**config.mk**
```make
export PLATFORM = sky130hd
export DESIGN_NAME = imem_loader_ctrl_flat
export DESIGN_NICKNAME = d
export VERILOG_FILES = /design/src/rtl/imem_loader_ctrl_if.sv /design/src/rtl/imem_loader_ctrl.sv /design/src/flat_wrapper.sv
export SDC_FILE = /design/constraint.sdc
export NUM_CORES = 1
export LEC_CHECK = 0
export BUFFER_PORTS_ARGS = -buffer_cell sky130_fd_sc_hd__buf_2
export CORE_UTILIZATION = 35
export DETAILED_ROUTE_END_ITERATION = 16
export PLACE_DENSITY = 0.64
export SLEW_MARGIN = 20
export SYNTH_ARGS = -nofsm -noshare
export SYNTH_HDL_FRONTEND = slang
export SYNTH_SLANG_ARGS = --single-unit
```
**constraint.sdc**
```tcl
create_clock -name clk -period 2.1 [get_ports clk]
set_input_delay 0.21 -clock clk [delete_from_list [all_inputs] [get_ports clk]]
set_output_delay 0.21 -clock clk [all_outputs]
set_load 0.02 [all_outputs]
```
**src/rtl/imem_loader_ctrl_if.sv**
```systemverilog
// Byte-stream input and instruction-memory write port of the loader.
// The master drives bytes in and observes the memory writes. The slave is the controller.
interface imem_loader_ctrl_if #(
    parameter int AW = 8
);
    logic          byte_valid;
    logic [7:0]    byte_data;
    logic          byte_ready;
    logic          mem_we;
    logic [AW-1:0] mem_waddr;
    logic [31:0]   mem_wdata;

    modport master (
        output byte_valid, byte_data,
        input  byte_ready, mem_we, mem_waddr, mem_wdata
    );

    modport slave (
        input  byte_valid, byte_data,
        output byte_ready, mem_we, mem_waddr, mem_wdata
    );
endinterface

```
**src/rtl/imem_loader_ctrl.sv**
```systemverilog
// Fills instruction memory from a big-endian byte stream and holds the CPU while loading.
// Outside a load, the CPU fetch address passes straight through to the memory read port.
module imem_loader_ctrl #(
    parameter int DEPTH         = 256,
    parameter int AW            = 8,
    parameter int HOLD_AT_RESET = 1
) (
    input  logic                clk,
    input  logic                rst,
    imem_loader_ctrl_if.slave   bus,
    input  logic                load_start,
    input  logic [AW:0]         load_words,
    input  logic [31:0]         cpu_addr,
    output logic [AW-1:0]       mem_raddr,
    output logic                cpu_hold,
    output logic                load_busy,
    output logic                load_done
);
    typedef enum logic [1:0] {IDLE, RECV, WRITE, DONE} state_t;

    localparam logic [AW:0] DEPTH_W = (AW+1)'(DEPTH);

    state_t        state, state_nxt;
    logic [AW:0]   remaining;
    logic [AW-1:0] word_idx;
    logic [1:0]    byte_cnt;
    logic [31:0]   asm_word;
    logic          loaded;
    logic          byte_ready, mem_we;
    logic          unused_addr;

    assign mem_raddr   = cpu_addr[AW-1:0];
    assign unused_addr = ^cpu_addr[31:AW];

    always_ff @(posedge clk) begin
        if (rst) state <= IDLE;
        else     state <= state_nxt;
    end

    // Outputs decode from state only, so byte_ready never depends on byte_valid.
    always_comb begin
        state_nxt  = state;
        byte_ready = 1'b0;
        mem_we     = 1'b0;
        load_busy  = 1'b0;
        load_done  = 1'b0;
        case (state)
            IDLE: begin
                if (load_start)
                    state_nxt = (load_words != '0) ? RECV : DONE;
            end
            RECV: begin
                byte_ready = 1'b1;
                load_busy  = 1'b1;
                if (bus.byte_valid && byte_cnt == 2'd3)
                    state_nxt = WRITE;
            end
            WRITE: begin
                mem_we    = 1'b1;
                load_busy = 1'b1;
                state_nxt = (remaining == (AW+1)'(1)) ? DONE : RECV;
            end
            DONE: begin
                load_done = 1'b1;
                state_nxt = IDLE;
            end
            default: state_nxt = IDLE;
        endcase
    end

    always_ff @(posedge clk) begin
        if (rst) begin
            remaining <= '0;
            word_idx  <= '0;
            byte_cnt  <= '0;
            asm_word  <= '0;
            loaded    <= 1'b0;
        end else begin
            case (state)
                IDLE: begin
                    if (load_start) begin
                        remaining <= (load_words > DEPTH_W) ? DEPTH_W : load_words;
                        word_idx  <= '0;
                        byte_cnt  <= '0;
                    end
                end
                RECV: begin
                    if (bus.byte_valid) begin
                        asm_word <= {asm_word[23:0], bus.byte_data};
                        byte_cnt <= byte_cnt + 2'd1;
                    end
                end
                WRITE: begin
                    // A full-depth load wraps word_idx back to 0.
                    word_idx  <= word_idx + AW'(1);
                    remaining <= remaining - (AW+1)'(1);
                end
                DONE: loaded <= 1'b1;
                default: ;
            endcase
        end
    end

    assign bus.byte_ready = byte_ready;
    assign bus.mem_we     = mem_we;
    assign bus.mem_waddr  = word_idx;
    assign bus.mem_wdata  = asm_word;
    assign cpu_hold       = (state != IDLE) || ((HOLD_AT_RESET != 0) && !loaded);
endmodule
```
**src/flat_wrapper.sv**
```systemverilog
// flat-port wrapper written by rule: the top's interface ports become plain ports
module imem_loader_ctrl_flat 
#(
    parameter int DEPTH         = 256,
    parameter int AW            = 8,
    parameter int HOLD_AT_RESET = 1
)
  (clk, rst, load_start, load_words, cpu_addr, mem_raddr, cpu_hold, load_busy, load_done, bus_byte_valid, bus_byte_data, bus_byte_ready, bus_mem_we, bus_mem_waddr, bus_mem_wdata);
  imem_loader_ctrl_if #(.AW(AW)) bus_i ();
  input  logic clk;
  input  logic rst;
  input  logic load_start;
  input  logic [AW:0] load_words;
  input  logic [31:0] cpu_addr;
  output logic [AW-1:0] mem_raddr;
  output logic cpu_hold;
  output logic load_busy;
  output logic load_done;
  input wire logic [$bits(bus_i.byte_valid)-1:0] bus_byte_valid;
  input wire logic [$bits(bus_i.byte_data)-1:0] bus_byte_data;
  output wire logic [$bits(bus_i.byte_ready)-1:0] bus_byte_ready;
  output wire logic [$bits(bus_i.mem_we)-1:0] bus_mem_we;
  output wire logic [$bits(bus_i.mem_waddr)-1:0] bus_mem_waddr;
  output wire logic [$bits(bus_i.mem_wdata)-1:0] bus_mem_wdata;
  assign bus_i.byte_valid = bus_byte_valid;
  assign bus_i.byte_data = bus_byte_data;
  assign bus_byte_ready = bus_i.byte_ready;
  assign bus_mem_we = bus_i.mem_we;
  assign bus_mem_waddr = bus_i.mem_waddr;
  assign bus_mem_wdata = bus_i.mem_wdata;
  imem_loader_ctrl #(.DEPTH(DEPTH), .AW(AW), .HOLD_AT_RESET(HOLD_AT_RESET)) u_core (.clk(clk), .rst(rst), .bus(bus_i), .load_start(load_start), .load_words(load_words), .cpu_addr(cpu_addr), .mem_raddr(mem_raddr), .cpu_hold(cpu_hold), .load_busy(load_busy), .load_done(load_done));
endmodule
```
==> results of run 1 <==
-- worst max-delay path, delay by kind of cell, from the launching register on --
family                   cells  cell delay, ns
AO/OA/AOI/OAI                2            0.52
adder cells (fa/ha/maj)      1            0.29
buffers and inverters        2            0.27
flip-flops                   1            0.39
multiplexers                 1            0.15
AND/OR/NAND/NOR              1            0.06
-- path summary, 6_finish.rpt --
kind                                                from                       end  slack [ns]  cells past startpoint
worst max register to register           u_core.state[0]       u_core.remaining[7]        0.33                      7
worst min register to register  u_core.bus.mem_wdata[24]  u_core.bus.mem_wdata[24]        0.46                      2
worst max-delay path                     u_core.state[0]       u_core.remaining[7]        0.33                      7
worst min-delay path                       load_words[5]       u_core.remaining[5]        0.11                      2
-- kinds of logic after synthesis --
group / Yosys count
adder cells (fa/ha/maj): 8
flip-flops: 54
AND/OR/NAND/NOR: 136
AO/OA/AOI/OAI: 71
multiplexers: 2
XOR/XNOR: 5
buffers and inverters: 31
-- cell usage after synthesis (2+ instances only) --
library cell	instances	area, sq um
nand2_1	74	277.8
dfxtp_1	54	1081
a21oi_1	45	225.2
nor2_1	21	78.83
clkbuf_1	13	48.80
o21ai_0	11	55.05
buf_4	8	60.06
ha_1	8	100.1
inv_1	7	26.28
nor3_1	6	30.03
nor3b_1	5	37.54
nand4_1	4	25.02
nor2b_1	4	25.02
nor4_1	4	25.02
a22oi_1	3	22.52
buf_2	3	15.01
nand3_1	3	15.01
nand3b_1	3	22.52
xor2_1	3	26.28
a211oi_1	2	15.01
and2_1	2	12.51
and3_1	2	12.51
nand2b_1	2	12.51
or4_4	2	22.52
xnor2_1	2	17.52
-- final cells by class --
cell class / count / area (sq um)
clock buffer: 5 / 68.82
clock inverter: 3 / 28.78
fill: 700 / 3866
inverter: 7 / 26.28
multi-input combinational: 222 / 1207
sequential: 54 / 1081
tap: 80 / 100.1
timing repair buffer: 72 / 377.9
-- stage by stage --
stage	worst slack (ns)	cell area (sq um)	hold WS, ns
after floorplan	0.4673	2439	0.3200
after global placement	0.3691	2793	0.4201
after detailed placement	0.3439	2793	0.4201
after CTS	0.3223	2890	0.1036
after global routing	0.06366	2890	0.1043
final	0.3338	2890	0.1080
-- per-layer routing --
| layer | up-vias | wire length (um) |
|---|---|---|
| met5 | - | 0 |
| met4 | 0 | 48 |
| met3 | 8 | 365 |
| met2 | 71 | 2347 |
| met1 | 998 | 2702 |
| li1 | 1152 | - |
-- placed cells by master (no fill, tap or decap), types with 2 or more instances in the layout --
| cell type | count |
|---|---|
| o21ai_0 | 11 |
| a21oi_1 | 45 |
| a22oi_1 | 3 |
| nor2_1 | 21 |
| nand2_1 | 74 |
| nand2b_1 | 2 |
| clkbuf_8 | 5 |
| nor2b_1 | 4 |
| xnor2_1 | 2 |
| nand4_1 | 4 |
| nor3b_1 | 5 |
| nand3b_1 | 3 |
| ha_1 | 8 |
| buf_2 | 65 |
| and2_1 | 2 |
| or4_4 | 2 |
| dfxtp_1 | 54 |
| and3_1 | 2 |
| inv_1 | 7 |
| xor2_1 | 3 |
| clkinv_4 | 2 |
| nor4_1 | 4 |
| nand3_1 | 3 |
| buf_4 | 7 |
| a211oi_1 | 2 |
| nor3_1 | 6 |
-- registers in the layout, indices dropped and copies added, names as in the netlist --
| register | flops |
|---|---|
| u_core.bus.mem_wdata | 32 |
| u_core.bus.mem_waddr | 8 |
| u_core.state | 2 |
| u_core.remaining | 9 |
| u_core.loaded | 1 |
| u_core.byte_cnt | 2 |
-- power by group --
group	internal, mW	switching [mW]
Sequential	1.14	0.126
Combinational	0.509	0.810
Clock	0.248	0.364
Total	1.90	1.30
==> impl_metrics.toml, run 1 <==
[yosys]
synth_ff_type = "dfxtp_1"
synthAdderAreaFrac_pct = 4.105
synth_cell_types = 41
syn_avg_cell_area_sq_um = 7.943
ys_warn_count = 0
synth_top_family_by_area = "simple AND/OR/NAND/NOR gates"
synth_nets = 368
synth-xor-area-share_pct = 1.796
synth-edff-count = 0
synth_compound_area_share_pct = 16.78
synth-async-reset-ratio_pct = 0
ys_seq_area_share_pct = 44.33
syn-cell-area_sq_um = 2439
synth_mux_area_share_pct = 0.8722
syn_inst = 307
ys_ff_latch = 54
yosys.area_share.simple_pct = 25.96

[worst_setup_path]
slowest_stage = "dfxtp_1"
crit_path_max_incr_delay_ns = 0.39
worstPathArrival_ns = 1.97
crit_path_end_kind = "flop"
start_kind = "flop"
critical_path_class = "flop to flop"
critical_path.cell_chain = "inv_1 -> ha_1 -> mux2i_1 -> buf_4 -> o311ai_2 -> nor2_1 -> a211o_1"
critPathMaxFanout = 13
worst_ep_required_time_ns = 2.31

[sta]
slew_headroom_pct = 63.48
setup_violations = 0
fin_tns_setup_ns = 0
hold_viol = 0
drv_slew = 0
finalCritPeriodShare_pct = 84.10
fmax_ghz = 0.5662
rsz0062_at_grt = "false"
fin_worst_skew_ns = 0.01000
tightest_slew_ns = 0.5478
period_minus_slack_ns = 1.766

[global_route]
grt_max_degree = 33
use_met1_pct = 20.56
grtUsageMet3_pct = 4.280
grt_use_total_pct = 15.00
met2_usage_pct = 23.42
gr-total-overflow = 0
grt_pass1_vias = 1917
antenna_found_initial = 0
grt_pass1_wl_mm = 8.997
grt.busiest_layer = "met2"

[clocking]
htree_num_levels = 2
cts_tree = "done"
cts-resized-gates = 0
clock-sinks = 54
hold_buffers = 0
insertion_delay_ns = 0.31
cts_buffers = 5
post_cts_buffers = 0
cts.path.max_buffers = 2
path_clk_slew_ns = 0.11
cts-root-buf = "clkbuf_8"

[layout]
fin_nets = 423
utilization_pct = 42.78
syn_to_final_growth_pct = 18.52
drive_gt1_share_pct = 23.69
n_antenna_cell = 0
fin_cells = 443

[die]
fp.dieH_um = 85.47
row_count = 30
io_pins = 106
core_area_sq_um = 6756
die-width_um = 85.47
initial_core_util_pct = 36.09
die-area_sq_um = 7305

[detailed_routing]
wl_per_cell_um = 12.33
drc_errors = 0
via_count = 2229
postRouteWirelength_mm = 5.463
ant_nets = 0
drt_iter0_drc = 86
viasPerCell = 5.032
firstDrtPassIters = 4

[power]
p_total_mw = 3.198
leakage_nw = 1.201
ir_drop_uv = 371.3
power_density_nw_per_um2 = 1106

[min_path]
min_path_type = "primary input to flop"

[place]
place_hpwl_mm = 3.849
dp.cells = 435
gp_congestion = 0.8476
port_buffers = 65

[run_status]
status = "finished, final reports clean"

[job]
drv_cap = 0
No activity file was read; power rests on OpenSTA's default activity.
==> run 2, diff against run 1 <==
Clock period 2.1 ns to 1.69 ns, I/O delays scaled along.
==> impl_metrics.toml, run 2 (synthesis gave the netlist of run 1 again) <==
[run_status]
status = "finished, final reports clean"

[sta]
fmax_ghz = 0.6244
hold_viol = 0
tightest_slew_ns = 0.4083
slew_headroom_pct = 72.53
fin_tns_setup_ns = 0
finalCritPeriodShare_pct = 94.76
hold_ws_ns = 0.07875
period_minus_slack_ns = 1.602
setup_violations = 0
drv_slew = 0
rsz0062_at_grt = "false"
fin_worst_skew_ns = 0.005975

[clocking]
cts-root-buf = "clkbuf_8"
path_clk_slew_ns = 0.11
htree_num_levels = 2
hold_buffers = 0
cts_buffers = 5
cts_tree = "done"
cts.path.max_buffers = 2
clock-sinks = 54
insertion_delay_ns = 0.30

[layout]
n_antenna_cell = 0
mostFrequentLayoutCells = "74 x nand2_1, 65 x buf_2, 51 x dfxtp_1"
final_common_cell = "nand2_1"
drive_gt1_share_pct = 28.61
largest_reg_flops = 32
fin_nets = 434
design_area_sq_um = 3058
syn_to_final_growth_pct = 25.40

[global_route]
grt_max_degree = 33
grt_pass1_vias = 2047
antenna_found_initial = 0
grt_pass1_wl_mm = 9.370
gr-total-overflow = 0
grt_use_total_pct = 15.62

[die]
io_pins = 106
core_area_sq_um = 6756
initial_core_util_pct = 36.09
fp.dieH_um = 85.47
die-width_um = 85.47
row_count = 30
die-area_sq_um = 7305

[min_path]
min_path_type = "primary input to flop"

[detailed_routing]
ant_nets = 0
viasPerCell = 5.066
postRouteWirelength_mm = 5.690
wl_per_cell_um = 12.53
via_count = 2300
drt_iter0_drc = 86
drc_errors = 0
firstDrtPassIters = 4

[worst_setup_path]
worst_ep_required_time_ns = 1.89
critical_path_class = "flop to flop"
worstPathArrival_ns = 1.80
start_kind = "flop"
critPathMaxFanout = 8
crit_path_end_kind = "flop"

[power]
power_density_nw_per_um2 = 1467
leakage_nw = 1.275
ir_drop_uv = 628.5

[job]
drv_cap = 0

[place]
dpl-instance-area_sq_um = 2893
gp_congestion = 0.8178
place_hpwl_mm = 3.981
port_buffers = 65
==> run 2: where the power goes <==
group	switching (mW)	total [mW]	internal [mW]	leakage, nW
logic	1.12	2.01	0.888	0.781
clock network	0.456	0.908	0.452	0.0563
registers	0.144	1.57	1.43	0.438
total	1.72	4.49	2.77	1.28
==> run 2: final timing paths <==
check             cells after the start                      from  slack (ns)                       end
setup / recovery                      4       u_core.remaining[2]        0.09       u_core.remaining[7]
setup reg to reg                      4       u_core.remaining[2]        0.09       u_core.remaining[7]
hold reg to reg                       2  u_core.bus.mem_wdata[31]        0.46  u_core.bus.mem_wdata[31]
hold / removal                        2             load_words[5]        0.08       u_core.remaining[5]
==> run 2: through the flow <==
| stage | utilization, % | instances | setup slack, ns | power [mW] |
|---|---|---|---|---|
| floorplan | - | 307 | 0.05730 | 2.819 |
| global placement | 42.81 | 445 | 0.06172 | 3.416 |
| detailed placement | 42.81 | 445 | 0.04215 | 3.438 |
| CTS | 44.56 | 453 | 0.01640 | 4.365 |
| global route | 45.26 | 454 | 0.00006173 | 4.785 |
| finish | 45.26 | 454 | 0.08849 | 4.487 |
==> run 2: repair_timing <==
action                                 4_1_cts  5_1_grt
setup buffers                                0        1
gates resized for setup                      0       14
endpoints found under the hold margin        0        0
setup endpoints to repair                    0       13
==> run 2: area by class of cell <==
| type | count | area [sq um] |
|---|---|---|
| clock buffers | 5 | 68.82 |
| clock inverters | 3 | 48.80 |
| fillers | 700 | 3699 |
| inverters | 7 | 26.28 |
| multi-input cells | 222 | 1244 |
| flip-flops and latches | 54 | 1085 |
| well taps | 80 | 100.1 |
| repair buffers | 83 | 485.5 |
==> run 2: metal layers <==
layer | part of all wire (%) | vias up | track usage (%)
met4 | 0.49 | 0 | 3.333
met5 | 0 | - | 0
met2 | 46 | 66 | 25.82
met3 | 5.6 | 4 | 3.599
met1 | 48 | 1058 | 20.81
li1 | - | 1172 | -
==> run 2: critical path, stage by stage, from the launching register on <==
cell and delay, ns:
dfxtp_1 0.41, or4_4 0.54, o311ai_2 0.26, nor2_1 0.06, a211o_1 0.23
==> run 3, diff against run 2 <==
Settings changed: ABC_AREA set to 1, CORE_UTILIZATION 35 to 30, PLACE_DENSITY 0.64 to 0.57.
==> impl_metrics.toml, run 3 <==
[sta]
finalCritPeriodShare_pct = 92.02
tightest_slew_ns = 0.4396
period_minus_slack_ns = 1.555
setup_violations = 0
hold_viol = 0
fin_tns_setup_ns = 0
rsz0062_at_grt = "true"
fin_worst_skew_ns = 0.008187
slew_headroom_pct = 70.50
hold_ws_ns = 0.1057
fmax_ghz = 0.6430
drv_slew = 0

[power]
leakage_nw = 1.431
ir_drop_uv = 560.7
power_density_nw_per_um2 = 1562
p_total_mw = 4.779

[die]
io_pins = 106
die-width_um = 93.08
initial_core_util_pct = 31.55
row_count = 32
die-area_sq_um = 8664
core_area_sq_um = 7888
fp.dieH_um = 93.08

[yosys]
syn-cell-area_sq_um = 2489
synth_nets = 408
synth-edff-count = 0
yosys.area.top_type = "dfxtp_1"
ys_warn_count = 0
synth.area.top_cells = "dfxtp_1 43%, nor2_1 13%, o21ai_0 8.2%, nand2_1 7.4%, inv_1 4.2%"
syn_avg_cell_area_sq_um = 7.172
yosysMostFrequentCell = "nor2_1"
synth-async-reset-ratio_pct = 0
synth_cell_types = 29
ys_seq_area_share_pct = 43.44
synth_top_area_share_pct = 43.44
syn_inst = 347
ys_ff_latch = 54
netlist_top_cells_count = "84 x nor2_1, 54 x dfxtp_1, 49 x nand2_1, 41 x o21ai_0, 28 x inv_1"
synth_ff_type = "dfxtp_1"

[detailed_routing]
drt_iter0_drc = 71
via_count = 2340
drc_errors = 0
ant_nets = 0
viasPerCell = 4.544
postRouteWirelength_mm = 5.748
wl_per_cell_um = 11.16
firstDrtPassIters = 4

[clocking]
cts_tree = "done"
hold_buffers = 0
cts.path.max_buffers = 2
path_clk_slew_ns = 0.10
clock-sinks = 54
cts-root-buf = "clkbuf_8"
htree_num_levels = 2
cts_buffers = 5
insertion_delay_ns = 0.30

[place]
port_buffers = 65
place_hpwl_mm = 4.211
gp_congestion = 0.8441
dp.cells = 506

[layout]
syn_to_final_growth_pct = 22.93
nFillCells = 835
fin_nets = 473
fin_cells = 515
drive_gt1_share_pct = 24.21
largest_reg_flops = 32
final_common_cell = "nor2_1"
utilization_pct = 38.78
mostFrequentLayoutCells = "84 x nor2_1, 65 x buf_2, 53 x dfxtp_1"
n_antenna_cell = 0

[worst_setup_path]
start_kind = "flop"
crit_path_end_kind = "flop"
worstPathArrival_ns = 1.76
worst_ep_required_time_ns = 1.89
critPathTopFamily = "simple AND/OR/NAND/NOR gates"
critical_path_class = "flop to flop"
slowest_stage = "dfxtp_1"
crit_path_max_incr_delay_ns = 0.32
cp_num_buf_inv = 3
critical_path.cell_chain = "inv_1 -> ha_4 -> inv_4 -> o21ai_2 -> buf_6 -> and3_1 -> nand3_1 -> nand2_1 -> a21oi_2"
critPathMaxFanout = 8

[global_route]
grt_max_degree = 33
antenna_found_initial = 0
grt_pass1_vias = 2234
grt_pass1_wl_mm = 10.01
grt_use_total_pct = 14.11
gr-total-overflow = 0

[run_status]
status = "finished, final reports clean"

[job]
drv_cap = 0

[min_path]
min_path_type = "primary input to flop"
run 3: repair_timing:
item                                    CTS  global route
endpoints found under the setup margin    0            16
setup buffers                             0             1
gates resized for setup                   0             7
run 3: layer usage:
layer | wire (um) | vias to the layer above | GRT usage (%)
li1 | - | 1243 | -
met1 | 2751 | 1035 | 17.67
met2 | 2607 | 50 | 23.65
met3 | 309 | 12 | 3.659
met4 | 79 | 0 | 4.359
met5 | 0 | - | 0
run 3: report_power, final:
group          internal [mW]  switching [mW]
logic                  0.837            1.35
clock network          0.443           0.416
registers               1.55           0.183
total                   2.83            1.95
run 3: worst paths after layout:
check	cells after the start	to	slack [ns]	start
min	3	u_core.bus.mem_wdata[2]	0.11	bus_byte_data[2]
max	9	u_core.bus.mem_waddr[4]	0.13	u_core.state[0]
min reg2reg	2	u_core.loaded	0.48	u_core.loaded
max reg2reg	9	u_core.bus.mem_waddr[4]	0.13	u_core.state[0]
run 3: kinds of logic after synthesis:
kind of cell	synth area share, %
AO/OA/AOI/OAI	15.38
XOR/XNOR	0.7040
adder cells (fa/ha/maj)	4.022
buffers and inverters	10.06
flip-flops	43.44
AND/OR/NAND/NOR	26.40
run 3: per-stage QoR:
| stage | area (sq um) | worst slack (ns) |
|---|---|---|
| after detailed placement | 2917 | 0.05896 |
| after global routing | 3059 | -0.03062 |
| after CTS | 3027 | 0.01775 |
| final | 3059 | 0.1348 |
| after global placement | 2917 | 0.08328 |
| after floorplan | 2489 | 0.05653 |
run 3: tightest hold or removal path, delay by kind of cell:
kind                   cells  cell delay [ns]
AO/OA/AOI/OAI              1             0.07
AND/OR/NAND/NOR            1             0.07
buffers and inverters      1             0.07
run 3: final cells by class:
| type | count | area (sq um) | share of cell area [%] |
|---|---|---|---|
| multi-input cells | 242 | 1177 | 38.49 |
| flip-flops and latches | 54 | 1082 | 35.38 |
| repair buffers | 79 | 446.7 | 14.60 |
| well taps | 102 | 127.6 | 4.172 |
| inverters | 30 | 115.1 | 3.763 |
| clock buffers | 6 | 72.57 | 2.372 |
| clock inverters | 2 | 37.54 | 1.227 |
